[src/rtl/axi_remap_pkg.sv]
// Shared types and helpers for the remap-table controller: FSM state encoding,
// drain qualification length and index/identity helpers.
package axi_remap_pkg;

  typedef enum logic [2:0] {
    IDLE,
    HOLD,
    COMMIT,
    RELEASE,
    ERR
  } state_t;

  // Consecutive quiet cycles needed before the table may change under the decoders.
  localparam int QUIET_CYCLES = 2;

  function automatic int unsigned identity_entry(input int unsigned idx);
    return idx;
  endfunction

  function automatic logic idx_in_range(input int unsigned idx, input int unsigned n_ports);
    return idx < n_ports;
  endfunction

endpackage

[src/rtl/axi_remap_if.sv]
// Command and decoder-facing signals of the remap controller. The master side issues
// redirect commands and reports decoder traffic; the slave side is the controller.
interface axi_remap_if #(
  parameter int N_INIT_PORT = 8,
  parameter int LOG_N_INIT  = 3,
  parameter int N_TARG_PORT = 8
);

  logic                                   redirect_req;
  logic [LOG_N_INIT-1:0]                  redirect_source;
  logic [LOG_N_INIT-1:0]                  redirect_target;
  logic                                   redirect_restore;
  logic                                   redirect_gnt;
  logic                                   redirect_done;
  logic                                   redirect_err;
  logic [N_TARG_PORT-1:0]                 outstanding_trans;
  logic                                   hold;
  logic [N_INIT_PORT-1:0][LOG_N_INIT-1:0] change_q;
  logic [N_INIT_PORT-1:0]                 remap_active;
  logic                                   busy;

  modport master (
    output redirect_req, redirect_source, redirect_target, redirect_restore,
    output outstanding_trans,
    input  redirect_gnt, redirect_done, redirect_err,
    input  hold, change_q, remap_active, busy
  );

  modport slave (
    input  redirect_req, redirect_source, redirect_target, redirect_restore,
    input  outstanding_trans,
    output redirect_gnt, redirect_done, redirect_err,
    output hold, change_q, remap_active, busy
  );

endinterface

[src/rtl/axi_remap_table.sv]
// Remap table register array: one write port, identity after reset, and a per-entry
// flag showing which slots currently point away from their own port.
module axi_remap_table
  import axi_remap_pkg::*;
#(
  parameter int N_ENTRIES = 8,
  parameter int IDX_W     = 3
) (
  input  logic                                clk,
  input  logic                                rst,
  input  logic                                wr_en,
  input  logic [IDX_W-1:0]                    wr_idx,
  input  logic [IDX_W-1:0]                    wr_val,
  output logic [N_ENTRIES-1:0][IDX_W-1:0]     entries,
  output logic [N_ENTRIES-1:0]                remap_active
);

  // NOTE: the table resets to identity rather than zero; an all-zero table would route
  // every region slot to port 0 the moment reset is released.
  always_ff @(posedge clk) begin
    for (int i = 0; i < N_ENTRIES; i++) begin
      if (rst) begin
        entries[i] <= IDX_W'(identity_entry(i));
      end else if (wr_en && (wr_idx == IDX_W'(i))) begin
        entries[i] <= wr_val;
      end
    end
  end

  always_comb begin
    for (int i = 0; i < N_ENTRIES; i++) begin
      remap_active[i] = (entries[i] != IDX_W'(i));
    end
  end

endmodule

[src/rtl/axi_remap_ctrl.sv]
// Remap command sequencer: grants one redirect/restore at a time, holds the decoders
// until outstanding traffic drains, then commits the entry or aborts on timeout.
module axi_remap_ctrl
  import axi_remap_pkg::*;
#(
  parameter int N_INIT_PORT   = 8,
  parameter int LOG_N_INIT    = 3,
  parameter int N_TARG_PORT   = 8,
  parameter int DRAIN_TIMEOUT = 1024
) (
  input logic       clk,
  input logic       rst,
  axi_remap_if.slave bus
);

  localparam int TO_W = $clog2(DRAIN_TIMEOUT + 1);
  localparam int QW   = $clog2(QUIET_CYCLES + 1);

  localparam logic [TO_W-1:0] TO_LAST = TO_W'(DRAIN_TIMEOUT - 1);
  localparam logic [TO_W-1:0] TO_SAT  = TO_W'(DRAIN_TIMEOUT);
  localparam logic [QW-1:0]   Q_LAST  = QW'(QUIET_CYCLES - 1);
  localparam logic [QW-1:0]   Q_SAT   = QW'(QUIET_CYCLES);

  state_t                state_q, state_d;
  logic                  hold_q;
  logic [LOG_N_INIT-1:0] src_q, tgt_q;
  logic [QW-1:0]         quiet_q;
  logic [TO_W-1:0]       timeout_q;
  logic                  cmd_gnt, cmd_ok, bus_quiet, quiet_hit;

  assign cmd_gnt   = !rst && (state_q == IDLE) && bus.redirect_req;
  assign cmd_ok    = idx_in_range(32'(bus.redirect_source), N_INIT_PORT) &&
                     (bus.redirect_restore || idx_in_range(32'(bus.redirect_target), N_INIT_PORT));
  assign bus_quiet = (bus.outstanding_trans == '0);
  // The quiet run completes in this cycle when the final required quiet cycle is seen now.
  assign quiet_hit = (quiet_q == Q_LAST) && bus_quiet;

  // NOTE: all state here uses non-blocking assignments so every register samples the
  // pre-edge values regardless of statement order.
  always_ff @(posedge clk) begin
    if (rst) begin
      state_q <= IDLE;
      hold_q  <= 1'b0;
    end else begin
      state_q <= state_d;
      hold_q  <= (state_d == HOLD) || (state_d == COMMIT);
    end
  end

  // NOTE: state_d gets a default before the case so no path leaves it unassigned,
  // which would otherwise infer a latch.
  always_comb begin
    state_d = state_q;
    unique case (state_q)
      IDLE:    if (cmd_gnt) state_d = cmd_ok ? HOLD : ERR;
      HOLD: begin
        if (quiet_hit)                   state_d = COMMIT;
        else if (timeout_q == TO_LAST)   state_d = ERR;
      end
      COMMIT:  state_d = RELEASE;
      RELEASE: state_d = IDLE;
      ERR:     state_d = IDLE;
      default: state_d = IDLE;
    endcase
  end

  always_comb begin
    bus.redirect_gnt  = cmd_gnt;
    bus.redirect_done = !rst && (state_q == RELEASE);
    bus.redirect_err  = !rst && (state_q == ERR);
    bus.busy          = (state_q != IDLE);
    bus.hold          = hold_q;
  end

  always_ff @(posedge clk) begin
    if (rst) begin
      src_q     <= '0;
      tgt_q     <= '0;
      quiet_q   <= '0;
      timeout_q <= '0;
    end else if (cmd_gnt) begin
      src_q     <= bus.redirect_source;
      tgt_q     <= bus.redirect_restore ? bus.redirect_source : bus.redirect_target;
      quiet_q   <= '0;
      timeout_q <= '0;
    end else if (state_q == HOLD) begin
      if (!bus_quiet)           quiet_q <= '0;
      else if (quiet_q != Q_SAT) quiet_q <= quiet_q + QW'(1);
      if (timeout_q != TO_SAT)  timeout_q <= timeout_q + TO_W'(1);
    end
  end

  axi_remap_table #(
    .N_ENTRIES (N_INIT_PORT),
    .IDX_W     (LOG_N_INIT)
  ) u_table (
    .clk          (clk),
    .rst          (rst),
    .wr_en        (state_q == COMMIT),
    .wr_idx       (src_q),
    .wr_val       (tgt_q),
    .entries      (bus.change_q),
    .remap_active (bus.remap_active)
  );

endmodule
[src/flat_wrapper.sv]
// flat-port wrapper written by rule: the top's interface ports become plain ports
module axi_remap_ctrl_flat import axi_remap_pkg::*;
#(
  parameter int N_INIT_PORT   = 8,
  parameter int LOG_N_INIT    = 3,
  parameter int N_TARG_PORT   = 8,
  parameter int DRAIN_TIMEOUT = 1024
)
  (clk, rst, bus_redirect_req, bus_redirect_source, bus_redirect_target, bus_redirect_restore, bus_outstanding_trans, bus_redirect_gnt, bus_redirect_done, bus_redirect_err, bus_hold, bus_change_q, bus_remap_active, bus_busy);
  axi_remap_if #(.N_INIT_PORT(N_INIT_PORT), .LOG_N_INIT(LOG_N_INIT), .N_TARG_PORT(N_TARG_PORT)) bus_i ();
  input logic clk;
  input logic rst;
  input wire logic [$bits(bus_i.redirect_req)-1:0] bus_redirect_req;
  input wire logic [$bits(bus_i.redirect_source)-1:0] bus_redirect_source;
  input wire logic [$bits(bus_i.redirect_target)-1:0] bus_redirect_target;
  input wire logic [$bits(bus_i.redirect_restore)-1:0] bus_redirect_restore;
  input wire logic [$bits(bus_i.outstanding_trans)-1:0] bus_outstanding_trans;
  output wire logic [$bits(bus_i.redirect_gnt)-1:0] bus_redirect_gnt;
  output wire logic [$bits(bus_i.redirect_done)-1:0] bus_redirect_done;
  output wire logic [$bits(bus_i.redirect_err)-1:0] bus_redirect_err;
  output wire logic [$bits(bus_i.hold)-1:0] bus_hold;
  output wire logic [$bits(bus_i.change_q)-1:0] bus_change_q;
  output wire logic [$bits(bus_i.remap_active)-1:0] bus_remap_active;
  output wire logic [$bits(bus_i.busy)-1:0] bus_busy;
  assign bus_i.redirect_req = bus_redirect_req;
  assign bus_i.redirect_source = bus_redirect_source;
  assign bus_i.redirect_target = bus_redirect_target;
  assign bus_i.redirect_restore = bus_redirect_restore;
  assign bus_i.outstanding_trans = bus_outstanding_trans;
  assign bus_redirect_gnt = bus_i.redirect_gnt;
  assign bus_redirect_done = bus_i.redirect_done;
  assign bus_redirect_err = bus_i.redirect_err;
  assign bus_hold = bus_i.hold;
  assign bus_change_q = bus_i.change_q;
  assign bus_remap_active = bus_i.remap_active;
  assign bus_busy = bus_i.busy;
  axi_remap_ctrl #(.N_INIT_PORT(N_INIT_PORT), .LOG_N_INIT(LOG_N_INIT), .N_TARG_PORT(N_TARG_PORT), .DRAIN_TIMEOUT(DRAIN_TIMEOUT)) u_core (.clk(clk), .rst(rst), .bus(bus_i));
endmodule
[config.mk]
export PLATFORM = sky130hd
export DESIGN_NAME = axi_remap_ctrl_flat
export DESIGN_NICKNAME = d
export VERILOG_FILES = /design/src/rtl/axi_remap_pkg.sv /design/src/rtl/axi_remap_if.sv /design/src/rtl/axi_remap_table.sv /design/src/rtl/axi_remap_ctrl.sv /design/src/flat_wrapper.sv
export SDC_FILE = /design/constraint.sdc
export NUM_CORES = 1
export LEC_CHECK = 0
export ABC_AREA = 1
export CAP_MARGIN = 25
export CORE_ASPECT_RATIO = 0.8
export CORE_UTILIZATION = 53
export CTS_CLUSTER_SIZE = 20
export DETAILED_ROUTE_END_ITERATION = 10
export GPL_TIMING_DRIVEN = 0
export PLACE_DENSITY = 0.82
export SLEW_MARGIN = 20
export SYNTH_ARGS = -nofsm -noshare
export SYNTH_HDL_FRONTEND = slang
export SYNTH_HIERARCHICAL = 1
export SYNTH_SLANG_ARGS = --single-unit
[constraint.sdc]
create_clock -name clk -period 4.1 [get_ports clk]
set_clock_uncertainty 0.15 [all_clocks]
set_input_delay 0.82 -clock clk [delete_from_list [all_inputs] [get_ports clk]]
set_output_delay 0.82 -clock clk [all_outputs]
set_load 0.02 [all_outputs]
==> flow_summary.yaml, run 1 <==
die:
  io_pins: 55
  dieArea_mm2: 0.00465
  dieHeight_um: 61.2
  std_cell_rows: 21
  die_x_um: 76.0
  initial_utilization: 0.552
  core_mm2: 0.00420
power_and_ir_drop:
  switching_share: 0.245
  p_leak_nw: 1.24
  p_clk_frac: 0.375
  peakVddDrop_mv: 0.195
  p_sw_mw: 0.222
  p_total_mw: 0.907
  combPwrFrac: 0.100
  seq_power_share: 0.526
  p_per_area_mw_per_mm2: 298
  intPower_mw: 0.685
global_route:
  overflow: 0
  grt_util_all_layers: 0.253
  first_global_vias: 2060
  grt_pass1_wl_um: 9230
  grt_start_max_net_pins: 16
  antenna_found_initial: 0
sta:
  setup_viol: 0
  hold_viol: 0
  rsz0062_at_grt: "false"
  tightest_slew_ps: 584
  fin_setup_tns_ps: 0
  slew-limit-headroom: 0.608
  fmax_ghz: 0.270
  maxSlewViolCount: 0
  min_period_ps: 3700
  fin_crit_sh: 0.902
setup_path:
  cp_slowest_cell: "clkdlybuf4s50_1"
  start_kind: "input pin"
  path_class: "input pin to primary output"
  endpoint_kind: "primary output"
  cp_data_required_time_ps: 3130
  cp.arrival_ps: 2730
  path_cells: "clkdlybuf4s50_1 -> inv_1 -> nand2_1 -> nor2_2 -> buf_4 -> clkdlybuf4s50_1"
  critical-path-max-stage-delay_ps: 610
  cpMostUsedCell: "clkdlybuf4s50_1"
  crit_family: "buffers and inverters"
  cp_max_fo: 10
  cp_num_buf_inv: 4
cts:
  clk_pin_slew_ps: 90
  clk_latency_ps: 300
  cts_tree: "yes"
  clk_path_buf_depth: 2
  cts_root_buf: "clkbuf_8"
  htreeDepth: 2
  post-cts-setup-buffers: 0
  cts.sinks: 47
  numCtsBuffers: 5
  cts-resized-gates: 0
  holdBufCountCts: 0
synthesis:
  synth_cell_types: 27
  avgSynthCellArea_um2: 6.79
  syn-num-nets: 364
  yosys_warnings: 6
  yosysSeqAreaShare: 0.405
  syn_area_mm2: 0.00232
  syn_inst: 342
  ys_ff_latch: 47
detailed_routing:
  drc: 0
  final_antenna_net_count: 0
  wl_per_cell_um: 11.8
  via_per_inst: 5.08
  vias: 2340
  routed_wl_um: 5450
  dr.pass1.iters: 5
  drt_iter0_drc: 219
place:
  dpl.hpwl_um: 4080
  io_buffers: 54
  place_congestion: 0.872
  place_area_mm2: 0.00293
final_layout:
  diodes: 0
  syn_to_final_growth_pct: 31.2
  drive_above_1_share: 0.0668
  fill_cells: 372
  fin_area_mm2: 0.00305
  nets: 425
hold_path:
  min_path_type: "flop to flop"
flow_run:
  max_cap_violations: 0
outcome:
  outcome: "complete, no violations"
power by group through the flow:
stage	Combinational (mW)	Sequential, mW	Clock (mW)
CTS	0.0895	0.476	0.347
detailed placement	0.0888	0.487	0
floorplan	0.0528	0.484	0
global route	0.101	0.478	0.368
finish	0.0903	0.477	0.340
global placement	0.0871	0.486	0
cells in the mapped netlist:
| master | number | area, um2 |
|---|---|---|
| clkbuf_1 | 1 | 3.75 |
| nor4_1 | 1 | 6.26 |
| nand3b_1 | 4 | 30.0 |
| xnor2_1 | 2 | 17.5 |
| o21ai_0 | 9 | 45.0 |
| inv_1 | 27 | 101 |
| xor2_1 | 4 | 35.0 |
| nor2_1 | 67 | 251 |
| nand2_1 | 96 | 360 |
| nor3_1 | 5 | 25.0 |
| inv_2 | 2 | 7.51 |
| buf_4 | 2 | 15.0 |
| or3b_2 | 1 | 8.76 |
| buf_6 | 2 | 22.5 |
| nor2_2 | 3 | 18.8 |
| or3_1 | 1 | 6.26 |
| dfxtp_1 | 47 | 941 |
| a21oi_1 | 12 | 60.1 |
| ha_1 | 4 | 50.1 |
| nor3_4 | 1 | 16.3 |
| buf_2 | 2 | 10.0 |
| and2_1 | 1 | 6.26 |
| nand3_1 | 34 | 170 |
| mux2i_1 | 3 | 30.0 |
| nand4_1 | 4 | 25.0 |
| o21ai_1 | 1 | 5.00 |
| a21oi_2 | 6 | 52.6 |
worst paths after layout:
| check | from | to | slack (ps) | depth (start not counted) |
|---|---|---|---|---|
| setup / recovery | rst | bus_redirect_gnt | 400 | 6 |
| hold reg to reg | u_core/u_table/entries[19] | u_core/u_table/entries[19] | 340 | 2 |
| hold / removal | u_core/u_table/entries[19] | u_core/u_table/entries[19] | 340 | 2 |
| setup reg to reg | u_core/state_q[1] | u_core/u_table/entries[22] | 2060 | 7 |
sequential cells by signal (all words and copies together), names as in the netlist:
name and cells:
u_core/bus.hold 1, u_core/quiet_q 2, u_core/src_q 3, u_core/state_q 3, u_core/tgt_q 3, u_core/timeout_q 11, u_core/u_table/entries 24
through the flow:
step	util	hold slack, ps	worst slack [ps]	std cells
final	0.724	337	401	461
after global placement	0.698	319	391	453
after detailed placement	0.698	326	390	453
after global routing	0.724	378	284	461
after floorplan	-	301	1680	342
after CTS	0.724	344	385	461
placed cells by master (no fill, tap or decap), types with 2 or more instances in the layout:
| master | Yosys | layout |
|---|---|---|
| inv_2 | 2 | 2 |
| nand3b_1 | 4 | 4 |
| nand4_1 | 4 | 4 |
| buf_4 | 2 | 2 |
| mux2i_1 | 3 | 3 |
| nand3_1 | 34 | 34 |
| inv_1 | 27 | 27 |
| o21ai_0 | 9 | 9 |
| nor2_1 | 67 | 67 |
| nand2_1 | 96 | 96 |
| xor2_1 | 4 | 4 |
| a21oi_2 | 6 | 6 |
| dfxtp_1 | 47 | 47 |
| ha_1 | 4 | 4 |
| xnor2_1 | 2 | 2 |
| nor3_1 | 5 | 5 |
| clkbuf_8 | 0 | 5 |
| a21oi_1 | 12 | 12 |
| buf_6 | 2 | 2 |
| buf_2 | 2 | 2 |
| clkdlybuf4s50_1 | 0 | 54 |
| nor2_2 | 3 | 3 |
worst min-delay path, stage by stage (launching register included):
cell and delay (ps):
dfxtp_1 330, nand2_1 60, nand3_1 50
cell type report:
cell class	instances	area, um2	area share
buffer	7	51.3	0.0168
clock buffer	5	68.8	0.0226
clock inverter	3	43.8	0.0144
inverter	29	109	0.0357
multi-input combinational	259	1220	0.401
sequential	47	941	0.309
tap	57	71.3	0.0234
timing repair buffer	54	541	0.177
metal layers:
| metal | track usage | wire length (um) | vias to the layer above |
|---|---|---|---|
| met5 | 0 | 0 | - |
| met4 | 0.0934 | 34 | 0 |
| met3 | 0.0519 | 362 | 4 |
| met2 | 0.392 | 2280 | 93 |
| met1 | 0.356 | 2770 | 1034 |
| li1 | - | - | 1209 |
kinds of logic after synthesis:
| family | synth area share |
|---|---|
| AND/OR/NAND/NOR | 0.398 |
| AO/OA/AOI/OAI | 0.0701 |
| multiplexers | 0.0129 |
| buffers and inverters | 0.0690 |
| XOR/XNOR | 0.0226 |
| flip-flops | 0.405 |
| adder cells (fa/ha/maj) | 0.0216 |
(Power assumes the default switching activity.)
==> run 2, diff against run 1 <==
--- a/config.mk
+++ b/config.mk
@@ -8,13 +8,13 @@
 export ABC_AREA = 1
 export CAP_MARGIN = 25
 export CORE_ASPECT_RATIO = 0.8
-export CORE_UTILIZATION = 53
+export CORE_UTILIZATION = 55
 export CTS_CLUSTER_SIZE = 20
 export DETAILED_ROUTE_END_ITERATION = 10
+export DONT_BUFFER_PORTS = 1
 export GPL_TIMING_DRIVEN = 0
-export PLACE_DENSITY = 0.82
+export PLACE_DENSITY = 0.68
 export SLEW_MARGIN = 20
 export SYNTH_ARGS = -nofsm -noshare
 export SYNTH_HDL_FRONTEND = slang
-export SYNTH_HIERARCHICAL = 1
 export SYNTH_SLANG_ARGS = --single-unit
==> flow_summary.yaml, run 2 <==
global_route:
  antenna_found_initial: 0
  grt_start_max_net_pins: 15
  grt_pass1_wl_um: 7130
  grt_util_all_layers: 0.220
  overflow: 0
  first_global_vias: 1600
setup_path:
  cp_data_required_time_ps: 3130
  cp_max_fo: 10
  crit_family: "simple AND/OR/NAND/NOR gates"
  endpoint_kind: "primary output"
  cp.arrival_ps: 1760
  start_kind: "input pin"
  critical-path-max-stage-delay_ps: 760
  path_cells: "buf_2 -> nor4_1"
  path_class: "input pin to primary output"
  cp_num_buf_inv: 1
  cp_slowest_cell: "nor4_1"
power_and_ir_drop:
  p_per_area_mw_per_mm2: 390
  p_leak_nw: 0.996
  peakVddDrop_mv: 0.228
final_layout:
  largest_reg_flops: 24
  fin_area_mm2: 0.00238
  layout_commonest_cell: "nand2_1"
  nets: 317
  ff_latch_area_um2: 941
  drive_above_1_share: 0.108
  largest-register: "u_core.u_table.entries"
  final_util: 0.625
  fill_cells: 380
  diodes: 0
  reg_top3: "u_core.u_table.entries: 24 flops, u_core.timeout_q: 11 flops"
  multi_input_area_mm2: 0.00107
  syn_to_final_growth_pct: 9.26
  final_cell_mix: "nand2_1 (69), dfxtp_1 (47), nor2_1 (31), inv_1 (27), a21oi_1 (19)"
detailed_routing:
  wl_per_cell_um: 12.2
  drt_iter0_drc: 96
  vias: 1856
  dr.pass1.iters: 4
  final_antenna_net_count: 0
  routed_wl_um: 4280
  drc: 0
  via_per_inst: 5.29
cts:
  cts_root_buf: "clkbuf_8"
  cts_tree: "yes"
  clk_path_buf_depth: 2
  clk_pin_slew_ps: 80
  cts.sinks: 47
  clk_latency_ps: 290
  htreeDepth: 2
  holdBufCountCts: 0
  cts-resized-gates: 0
  numCtsBuffers: 5
  post-cts-setup-buffers: 0
sta:
  maxSlewViolCount: 0
  min_period_ps: 2730
  slew-limit-headroom: 0.388
  fin_setup_tns_ps: 0
  tightest_slew_ps: 910
  setup_viol: 0
  rsz0062_at_grt: "false"
  hold_ws_ps: 341
  hold_viol: 0
  fmax_ghz: 0.366
  fin_crit_sh: 0.666
die:
  die_x_um: 72.3
  core_mm2: 0.00380
  io_pins: 55
  std_cell_rows: 20
  dieHeight_um: 58.2
  initial_utilization: 0.572
  dieArea_mm2: 0.00421
synthesis:
  async_reset_ff_frac: 0
  synth_top_area_frac: 0.433
  syn_inst: 288
  syn_area_mm2: 0.00217
  ys_ff_latch: 47
  yosys_warnings: 0
  yosys.area.top_type: "dfxtp_1"
  yosysSeqAreaShare: 0.433
  avgSynthCellArea_um2: 7.55
  synth_most_common_cell: "nand2_1"
  synth_common_cells: "nand2_1 (69), dfxtp_1 (47), nor2_1 (31)"
  synth_cell_types: 30
  syn-num-nets: 310
  ys_top_cells_by_area: "dfxtp_1 (43%), nand2_1 (12%), nor2_1 (5.4%), inv_1 (4.7%), a21oi_1 (4.4%)"
  synth_edf_count: 0
  synth_top_flop_cell: "dfxtp_1"
place:
  io_buffers: 0
  place_area_mm2: 0.00224
  dpl.hpwl_um: 3160
  place_congestion: 0.823
outcome:
  outcome: "complete, no violations"
hold_path:
  min_path_type: "flop to flop"
flow_run:
  max_cap_violations: 0
==> run 2: cell count changes after synthesis, moves of 3 or more <==
cell / previous run / this run
o22ai_1: 0 / 5
inv_2: 2 / 5
nor2_1: 67 / 31
nand3_1: 34 / 9
mux2i_1: 3 / 0
o21ai_0: 9 / 17
nand2_1: 96 / 69
a21oi_1: 12 / 19
o211ai_1: 0 / 12
==> run 2: power by group <==
group	leakage (nW)	internal, mW	switching [mW]
clock	0.0654	0.244	0.148
sequential	0.381	0.465	0.00792
combinational	0.550	0.0175	0.0433
total	0.996	0.726	0.200
==> run 2: cells by family after synthesis <==
kind of cell,synth area share
adder cells (fa/ha/maj),0.0230
AO/OA/AOI/OAI,0.171
AND/OR/NAND/NOR,0.268
flip-flops,0.433
XOR/XNOR,0.0282
buffers and inverters,0.0771
==> run 2: cell type report <==
| class | count | share of cell area |
|---|---|---|
| buffer | 6 | 0.0169 |
| tap | 55 | 0.0290 |
| multi-input combinational | 201 | 0.449 |
| clock buffer | 6 | 0.0305 |
| inverter | 34 | 0.0537 |
| clock inverter | 2 | 0.0253 |
| sequential | 47 | 0.396 |
==> run 2: final timing paths <==
check	cells past startpoint	slack, ps	to	from
max reg2reg	8	2380	u_core.bus.hold	u_core.timeout_q[0]
max	2	1370	bus_redirect_done	rst
min reg2reg	2	340	u_core.quiet_q[1]	u_core.quiet_q[1]
min	2	340	u_core.quiet_q[1]	u_core.quiet_q[1]
==> run 2: stage by stage <==
stage	std cells	power (mW)	setup slack (ps)
global route	351	0.960	1350
global placement	343	0.544	1370
finish	351	0.926	1370
detailed placement	343	0.544	1360
floorplan	288	0.529	1440
CTS	351	0.933	1370
==> run 2: routing by layer <==
metal	routed length, um	vias up	track usage
li1	-	960	-
met3	278	5	0.0661
met5	0	-	0
met1	2400	828	0.334
met2	1570	63	0.299
met4	34	0	0.0588
